### src/rtl/mem_dump_ctrl_pkg.sv
// Shared state encoding and command-mode constants for the memory dump/load controller.
package mem_dump_ctrl_pkg;

  typedef enum logic [2:0] {
    StIdle,
    StRdIssue,
    StRdWait,
    StRdSend,
    StLd,
    StFin
  } state_e;

  localparam logic MODE_DUMP = 1'b0;
  localparam logic MODE_LOAD = 1'b1;

endpackage

### src/rtl/mem_dump_ctrl.sv
// Console-port controller: streams a wrapping word range out of memory (DUMP)
// or writes an incoming stream into it (LOAD).
module mem_dump_ctrl
  import mem_dump_ctrl_pkg::*;
#(
  parameter int unsigned ADDR_W = 10,
  parameter int unsigned DATA_W = 32
) (
  input  logic              CLK,
  input  logic              nrst,
  input  logic              start,
  input  logic              mode,
  input  logic [ADDR_W-1:0] start_addr,
  input  logic [ADDR_W-1:0] end_addr,
  input  logic              abort,
  output logic [ADDR_W-1:0] con_addr,
  output logic [3:0]        con_write,
  output logic [DATA_W-1:0] con_in,
  input  logic [DATA_W-1:0] con_out,
  input  logic              s_valid,
  output logic              s_ready,
  input  logic [DATA_W-1:0] s_data,
  output logic              m_valid,
  input  logic              m_ready,
  output logic [DATA_W-1:0] m_data,
  output logic              m_last,
  output logic              busy,
  output logic              xfer_done
);

  state_e            r_state;
  logic [ADDR_W-1:0] r_addr;
  logic [ADDR_W-1:0] r_end;
  logic [DATA_W-1:0] r_m_data;
  logic              r_m_valid;
  logic              r_m_last;
  logic              r_s_ready;
  logic              r_busy;
  logic              r_xfer_done;

  logic              w_at_end;
  logic              w_ld_fire;
  logic [ADDR_W-1:0] w_addr_inc;

  assign w_at_end   = (r_addr == r_end);
  assign w_addr_inc = r_addr + 1'b1;
  // abort wins over a same-cycle LOAD handshake, so the word is never written
  assign w_ld_fire  = r_s_ready & s_valid & ~abort;

  always_ff @(posedge CLK or negedge nrst) begin
    if (!nrst) begin
      r_state     <= StIdle;
      r_addr      <= '0;
      r_end       <= '0;
      r_m_data    <= '0;
      r_m_valid   <= 1'b0;
      r_m_last    <= 1'b0;
      r_s_ready   <= 1'b0;
      r_busy      <= 1'b0;
      r_xfer_done <= 1'b0;
    end else begin
      r_xfer_done <= 1'b0;
      case (r_state)
        StIdle: begin
          if (start) begin
            r_addr <= start_addr;
            r_end  <= end_addr;
            r_busy <= 1'b1;
            if (mode == MODE_DUMP) begin
              r_state <= StRdIssue;
            end else begin
              r_state   <= StLd;
              r_s_ready <= 1'b1;
            end
          end
        end
        StRdIssue: begin
          if (abort) begin
            r_state     <= StFin;
            r_xfer_done <= 1'b1;
          end else begin
            r_state <= StRdWait;
          end
        end
        StRdWait: begin
          if (abort) begin
            r_state     <= StFin;
            r_xfer_done <= 1'b1;
          end else begin
            r_m_data  <= con_out;
            r_m_valid <= 1'b1;
            r_m_last  <= w_at_end;
            r_state   <= StRdSend;
          end
        end
        StRdSend: begin
          if (abort) begin
            r_state     <= StFin;
            r_xfer_done <= 1'b1;
            r_m_valid   <= 1'b0;
            r_m_last    <= 1'b0;
          end else if (m_ready) begin
            r_m_valid <= 1'b0;
            r_m_last  <= 1'b0;
            if (w_at_end) begin
              r_state     <= StFin;
              r_xfer_done <= 1'b1;
            end else begin
              r_addr  <= w_addr_inc;
              r_state <= StRdIssue;
            end
          end
        end
        StLd: begin
          if (abort) begin
            r_state     <= StFin;
            r_xfer_done <= 1'b1;
            r_s_ready   <= 1'b0;
          end else if (s_valid) begin
            if (w_at_end) begin
              r_state     <= StFin;
              r_xfer_done <= 1'b1;
              r_s_ready   <= 1'b0;
            end else begin
              r_addr <= w_addr_inc;
            end
          end
        end
        StFin: begin
          r_state <= StIdle;
          r_busy  <= 1'b0;
        end
        default: begin
          r_state   <= StIdle;
          r_busy    <= 1'b0;
          r_m_valid <= 1'b0;
          r_m_last  <= 1'b0;
          r_s_ready <= 1'b0;
        end
      endcase
    end
  end

  // addr only moves while busy, so it also serves as the held console address in IDLE
  assign con_addr  = r_addr;
  assign con_write = w_ld_fire ? 4'hF : 4'h0;
  assign con_in    = w_ld_fire ? s_data : '0;
  assign s_ready   = r_s_ready;
  assign m_valid   = r_m_valid;
  assign m_data    = r_m_data;
  assign m_last    = r_m_last;
  assign busy      = r_busy;
  assign xfer_done = r_xfer_done;

endmodule

### config.mk
export PLATFORM = sky130hd
export DESIGN_NAME = mem_dump_ctrl
export DESIGN_NICKNAME = d
export VERILOG_FILES = /design/src/rtl/mem_dump_ctrl_pkg.sv /design/src/rtl/mem_dump_ctrl.sv
export SDC_FILE = /design/constraint.sdc
export NUM_CORES = 1
export LEC_CHECK = 0
export BUFFER_PORTS_ARGS = -buffer_cell sky130_fd_sc_hd__buf_2
export CAP_MARGIN = 20
export CORE_MARGIN = 1.5
export CORE_UTILIZATION = 45
export CTS_CLUSTER_DIAMETER = 50
export DETAILED_ROUTE_END_ITERATION = 10
export PLACE_DENSITY = 0.9
export SYNTH_ARGS = -nofsm -noshare
export SYNTH_HDL_FRONTEND = slang
export SYNTH_SLANG_ARGS = --single-unit
### constraint.sdc
create_clock -name CLK -period 2.5 [get_ports CLK]
set_clock_uncertainty 0.1 [all_clocks]
set_input_delay 0.5 -clock CLK [delete_from_list [all_inputs] [get_ports CLK]]
set_output_delay 0.5 -clock CLK [all_outputs]
set_load 0.05 [all_outputs]
After elaboration in Yosys (flattened, before gate mapping)
Cells that the tools add are included.

Register bits: 60. Latch bits: 0. RAM bits: 0. Memory bits (read-only): 0. Input port bits: 91. Output and inout bits: 83. Word-level logic and storage cells: 86. Memories: 0.

$add $sub $neg: 1. Multiply operators: 0. Divide/modulo/power cells: 0. Magnitude comparators: 0. Equality and inequality tests: 16. Shift-type cells: 0. Muxes and demuxes: 41. Bitwise operators: 6. Reductions and logical operators: 13.

Operator list (count): 2-to-1 mux 10 bit (6); 2-to-1 mux 32 bit (1); 2-to-1 mux 3 bit (10); case mux 10 bit (3 select lines) (1); 2-to-1 mux 1 bit (16); case mux 3 bit (5 select lines) (1); inequality test 2 bit, second input constant (7); case mux 1 bit (3 select lines) (4); OR reduction 4 bit (3); adder 10 x 1 -> 10 bit, second input constant (1); equality test 10 bit (1); inequality test 3 bit, second input constant (3); equality test 3 x 2 -> 1 bit, second input constant (2); equality test 3 bit, second input constant (2); AND reduction 2 bit (3); AND reduction 6 bit (1); AND reduction 5 bit (1); 2-to-1 mux 4 bit (1); inverter 1 bit (4); AND reduction 4 bit (1); equality test 3 x 1 -> 1 bit, second input constant (1); logical NOT 3 bit (1); AND reduction 3 bit (1); nonzero test 3 bit (1); other kinds (3) (4).

Longest topological paths before layout
Gate-level depths: netlist of run 1.

Depth in word-level cells: 5. Mapped depth: 7. Gate-level depth less buffers: 6.

Worst setup path after synthesis of run 1
No wires, ideal clock.

Path kind: input-to-output. Start point: input abort. End point: output con_in[22]. Arrival: 1.705 ns. Required time: 1.900 ns. Slack: 0.195 ns. Cell stages on the path: 5. Path through: buf_2 > inv_1 > and3_1 > clkbuf_1 > and2_1.

Cells in the longest elaborated chain, start to end: 3.

Ends and longest elaborated chain: start: declaration (line mem_dump_ctrl.sv:15) `input logic abort,`; inverter 1 bit (no source line); bitwise AND 1 bit (line mem_dump_ctrl.sv:48) `assign w_ld_fire = r_s_ready & s_valid & ~abort;`; named net w_ld_fire (line mem_dump_ctrl.sv:42) `logic w_ld_fire;`; 2-to-1 mux 32 bit (line mem_dump_ctrl.sv:147) `assign con_in = w_ld_fire ? s_data : '0;`; end: declaration (line mem_dump_ctrl.sv:18) `output logic [DATA_W-1:0] con_in,`.

The timed path passes the listed nets, and every way through them passes these cells.

Worst setup path in the final report of run 1
Start point: register r_state[0]. End point: register r_addr[5] (netlist: con_addr[5]).

Cells in the longest elaborated chain, start to end: 3. Elaborated cells on any way between the ends: 11. Classes of those cells: 7 x eq/ne; 1 x mux; 3 x reduce/logical.

Ends and longest elaborated chain: start: declaration (line mem_dump_ctrl.sv:31) `state_e r_state;`; start signal: assignment (line mem_dump_ctrl.sv:52) `r_state <= StIdle;`; start signal: assignment (line mem_dump_ctrl.sv:70) `r_state <= StRdIssue;`; start signal: assignment (line mem_dump_ctrl.sv:72) `r_state <= StLd;`; equality test 3 x 2 -> 1 bit, or another cell as far along (line mem_dump_ctrl.sv:63) `case (r_state)`; inequality test 2 bit (no source line) or nonzero test 3 bit (tied branches); AND reduction 6 bit (no source line); end signal: assignment (line mem_dump_ctrl.sv:66) `r_addr <= start_addr;`; end signal: assignment (line mem_dump_ctrl.sv:109) `r_addr <= w_addr_inc;`; end signal: assignment (line mem_dump_ctrl.sv:125) `r_addr <= w_addr_inc;`; end: declaration (line mem_dump_ctrl.sv:32) `logic [ADDR_W-1:0] r_addr;`.

Parallel ways exist; a longest one is shown, timed or not. A chain may end at the register's enable or synchronous reset.

==> results.toml, run 1 <==
[timing]
fmax_mhz = 444
setup_ws_ps = 247
drv_slew = 0
final-setup-viol-count = 0
fin_crit_sh = 0.901
slew_headroom = 0.398
period_needed_ps = 2250
hold_viol = 0
rsz0062_at_grt = "false"
worstMarginPinSlew_ps = 903
timing.hold.ws_ps = 214
tns_ps = 0

[clocking]
hold_buffers = 0
worstSkewPairLatency_ps = 340
h-tree-depth = 3
cts_resized = 0
cts_root_buf = "clkbuf_8"
cts_tree = "done"
post_cts_buffers = 0
clkSinkCount = 60
cts_buffers = 9
clk_path_buf_depth = 2
clk_pin_slew_ps = 70

[pwr]
clockPowerShare = 0.124
combinationalPowerShare = 0.567
leakage_nw = 2.14
seq_power_share = 0.308
p_per_area_mw_per_mm2 = 1440
switching_share = 0.522
power_switching_mw = 3.15
vdd_ir_drop_max_mv = 0.956
p_int_mw = 2.88
finalPower_mw = 6.03

[finish]
instances_no_fill = 532
utilization = 0.622
design_area_mm2 = 0.00420
nets = 539
num_antenna_cells = 0
nFillCells = 533
areaGrowthSynthToFinish_pct = 34.3
drive_above_1_share = 0.531

[synth]
synth_commonest_cells = "dfrtp_1, mux2_2, and2_1"
synth_edf_count = 0
yosysTopAreaCell = "dfrtp_1"
yosysWarnings = 0
synth_cell_types = 55
yosysMostFrequentCell = "dfrtp_1"
ys.flop_type = "dfrtp_1"
netlist.area_leader.share = 0.480
synthTopCellsByArea = "dfrtp_1, mux2_2, and2_1"
syn-cell-area_mm2 = 0.00313
syn-num-nets = 370
async_reset_ff_frac = 1.00
synth-seq-cells = 60
avgSynthCellArea_um2 = 11.2
seq_area_frac_synth = 0.480
syn_inst = 278

[min_path]
hp-class = "input port to async pin"

[drt]
drc = 0
drt_iter0_markers = 141
viasPerCell = 5.26
routed_wirelength_mm = 7.91
dr_total_vias = 2799
final_antenna_net_count = 0
wl_per_cell_um = 14.9
firstDrtPassIters = 5

[placed_design]
portBuffers = 173
dpl.hpwl_mm = 6.08
placed_cell_area_mm2 = 0.00403
post-place-ws_ps = 193
gp_congestion = 0.822
placed_cells = 516

[worst_setup_path]
worstRegToRegCells = 5
rrSetupSlack_ps = 250
critical_path_class = "register to register"
crit_path_start_kind = "register"
crit_fanout = 19
crit_arrival_ps = 2390
rr_endpoint = "con_addr[5]"
end_kind = "register"
worstReg2RegStart = "r_state[0]"
cp.required_ps = 2640

[grt]
antenna_found_initial = 0
grt_max_degree = 61
overflow = 0
groute.usage.overall = 0.216
grt_pass1_vias = 2801
grt_pass1_wl_mm = 12.5

[run]
cap_violations = 0

[outcome]
status = "completed"

[floorplanning]
start_util = 0.463
dieArea_mm2 = 0.00746
design.core.area_mm2 = 0.00676
io_pins = 174
die_w_um = 86.4
rows = 30
die_h_um = 86.4
## per-layer routing
layer	routed length, um	track usage
met5	0	0
met4	214	0.116
met3	862	0.0781
met2	3820	0.362
met1	3020	0.240
## power groups by stage
stage               Clock [mW]  Sequential (mW)  Combinational (mW)
floorplan                    0             3.03                1.49
global placement             0             1.85                3.35
detailed placement           0             1.86                3.43
CTS                      0.770             1.86                3.43
global route             0.822             1.94                3.62
finish                   0.750             1.86                3.42
## critical path, stage by stage, from the launching register on
cell	delay [ps]
dfrtp_1	510
or3b_1	450
a21oi_2	160
a41oi_2	170
or4_1	670
o311ai_1	100
## sequential cells by signal, indices dropped and copies added, names as in the netlist
| name | flops |
|---|---|
| busy | 1 |
| xfer_done | 1 |
| s_ready | 1 |
| m_last | 1 |
| m_data | 32 |
| r_state | 3 |
| con_addr | 10 |
| r_end | 10 |
| m_valid | 1 |
## worst max-delay path by stage
stage                from          end  slack, ps  cells after the start
3_3_place_gp        start  con_addr[5]        260                      6
6_report       r_state[0]  con_addr[5]        250                      5
4_1_cts        r_state[0]  con_addr[5]        240                      5
2_1_floorplan       abort   con_in[22]        190                      5
3_5_place_dp        start  con_addr[5]        190                      6
5_1_grt        r_state[0]  con_addr[6]         70                      5
## cells by family (layout without fill, tap and decap cells)
family                   Yosys count  after routing  share of synthesized area
flip-flops                        60             60                      0.480
adder cells (fa/ha/maj)            1              1                    0.00400
multiplexers                      46             46                      0.164
AO/OA/AOI/OAI                     45             45                      0.109
buffers and inverters             29            203                     0.0500
XOR/XNOR                          10             10                     0.0280
AND/OR/NAND/NOR                   87             87                      0.164
## cell type report
type,instances,area (um2),area share
sequential,60,1500,0.357
multi-input combinational,189,1470,0.350
timing repair buffer,181,938,0.223
clock buffer,10,128,0.0304
tap,80,100,0.0238
clock inverter,6,41.3,0.00983
inverter,6,22.5,0.00536
## cells in the final DEF (no fill, tap or decap), types with 3 or more instances in the layout
cell type,n
xnor2_1,10
buf_2,173
a22oi_1,4
nor3_1,6
a21oi_1,6
nor2_1,10
clkbuf_8,9
o211ai_1,6
o21ai_0,4
mux2_1,6
dfrtp_1,60
mux2_2,37
buf_4,7
a21o_1,3
nand4_1,4
and2_1,33
inv_1,6
nand3_1,6
clkinvlp_4,3
nand2_1,11
mux2i_1,3
No activity file was read; power rests on OpenSTA's default activity.
==> run 2, diff against run 1 <==
CORE_UTILIZATION = 48   (was 45)
PLACE_DENSITY = 0.95   (was 0.9)
clock period = 2.8 ns   (was 2.5 ns; I/O delays follow)
==> results.toml, run 2 (synthesis gave the netlist of run 1 again) <==
[drt]
wl_per_cell_um = 15.0
viasPerCell = 5.41
drt_iter0_markers = 174
final_antenna_net_count = 0
routed_wirelength_mm = 7.91
dr_total_vias = 2851
drc = 0
firstDrtPassIters = 4

[finish]
drive_above_1_share = 0.529
nets = 537
final_cell_mix = "buf_2, dfrtp_1, mux2_2"
utilization = 0.660
areaGrowthSynthToFinish_pct = 33.3
num_antenna_cells = 0
largest_reg_flops = 32
final_common_cell = "buf_2"

[pwr]
leakage_nw = 2.13
finalPower_mw = 5.37
vdd_ir_drop_max_mv = 1.10
p_per_area_mw_per_mm2 = 1290

[placed_design]
dpl.hpwl_mm = 6.15
gp_congestion = 0.889
portBuffers = 173

[worst_setup_path]
crit_fanout = 36
rrSetupSlack_ps = 500
crit_path_end = "con_in[31]"
slowest_delay_ps = 260
cp.depth = 6
worstReg2RegStart = "r_state[0]"
end_kind = "output port"
rr_endpoint = "con_addr[5]"
critPathSlowestCell = "buf_2"
critPathTopFamily = "buffers and inverters"
crit_arrival_ps = 1670
crit_buf_inv = 4
crit_path_start_kind = "input port"
critical_path_class = "input port to output port"
crit_chain = "buf_2 > inv_1 > and3_1 > buf_4 > and2_1 > buf_2"
startpoint = "abort"
cp.required_ps = 2140
crit_path_frequent_cell = "buf_2"
worstRegToRegCells = 4

[timing]
rsz0062_at_grt = "false"
fin_crit_sh = 0.833
final-setup-viol-count = 0
hold_viol = 0
drv_slew = 0
period_needed_ps = 2330
worstMarginPinSlew_ps = 902
timing.hold.ws_ps = 89.2
fmax_mhz = 429
tns_ps = 0
slew_headroom = 0.399

[outcome]
status = "completed"

[grt]
grt_max_degree = 37
grt_pass1_wl_mm = 12.4
antenna_found_initial = 0
groute.usage.overall = 0.222
grt_pass1_vias = 2717
overflow = 0

[floorplanning]
dieArea_mm2 = 0.00701
die_w_um = 83.7
design.core.area_mm2 = 0.00631
io_pins = 174
die_h_um = 83.7
rows = 29
start_util = 0.495

[clocking]
worstSkewPairLatency_ps = 330
cts_resized = 0
clkSinkCount = 60
h-tree-depth = 3
cts_root_buf = "clkbuf_8"
cts_buffers = 9
clk_pin_slew_ps = 70
post_cts_buffers = 0
cts_tree = "done"
clk_path_buf_depth = 2
hold_buffers = 0

[run]
cap_violations = 0

[min_path]
hp-class = "input port to async pin"
-- run 2: changes by cell type in the layout (fill, tap and decap cells not counted) --
cell	delta
buf_4	-1
buf_12	-1
-- run 2: per-layer routing --
layer	GRT usage	part of all wire	up-vias
met5	0	0	-
met4	0.104	0.028	0
met3	0.0752	0.11	26
met2	0.384	0.49	194
met1	0.246	0.37	1311
li1	-	-	1320
-- run 2: cell type report --
class | count | area (um2)
Clock buffer | 10 | 128
Clock inverter | 6 | 41.3
Inverter | 6 | 22.5
Tap cell | 77 | 96.3
Fill cell | 512 | 2140
Timing Repair Buffer | 179 | 911
Multi-Input combinational cell | 189 | 1470
Sequential cell | 60 | 1500
-- run 2: how the worst min path moves through the flow --
stage / from / end / cells after the start
detailed placement: m_valid / m_valid / 1
finish: nrst / m_data[24] / 1
CTS: nrst / m_data[24] / 1
global route: nrst / m_data[24] / 1
floorplan: nrst / busy / 0
global placement: m_valid / m_valid / 1
-- run 2: through the flow --
stage                     worst slack (ps)  std cells  instance area, um2
after global routing                   363        527                4170
after CTS                              464        527                4170
after detailed placement               428        511                4000
after global placement                 472        511                4000
after floorplan                        375        278                3130
final                                  469        527                4170
-- run 2: power breakdown --
part / switching (mW) / leakage (nW) / internal, mW
registers: 0.399 / 0.723 / 1.29
clock network: 0.347 / 0.0783 / 0.319
logic: 2.08 / 1.33 / 0.941
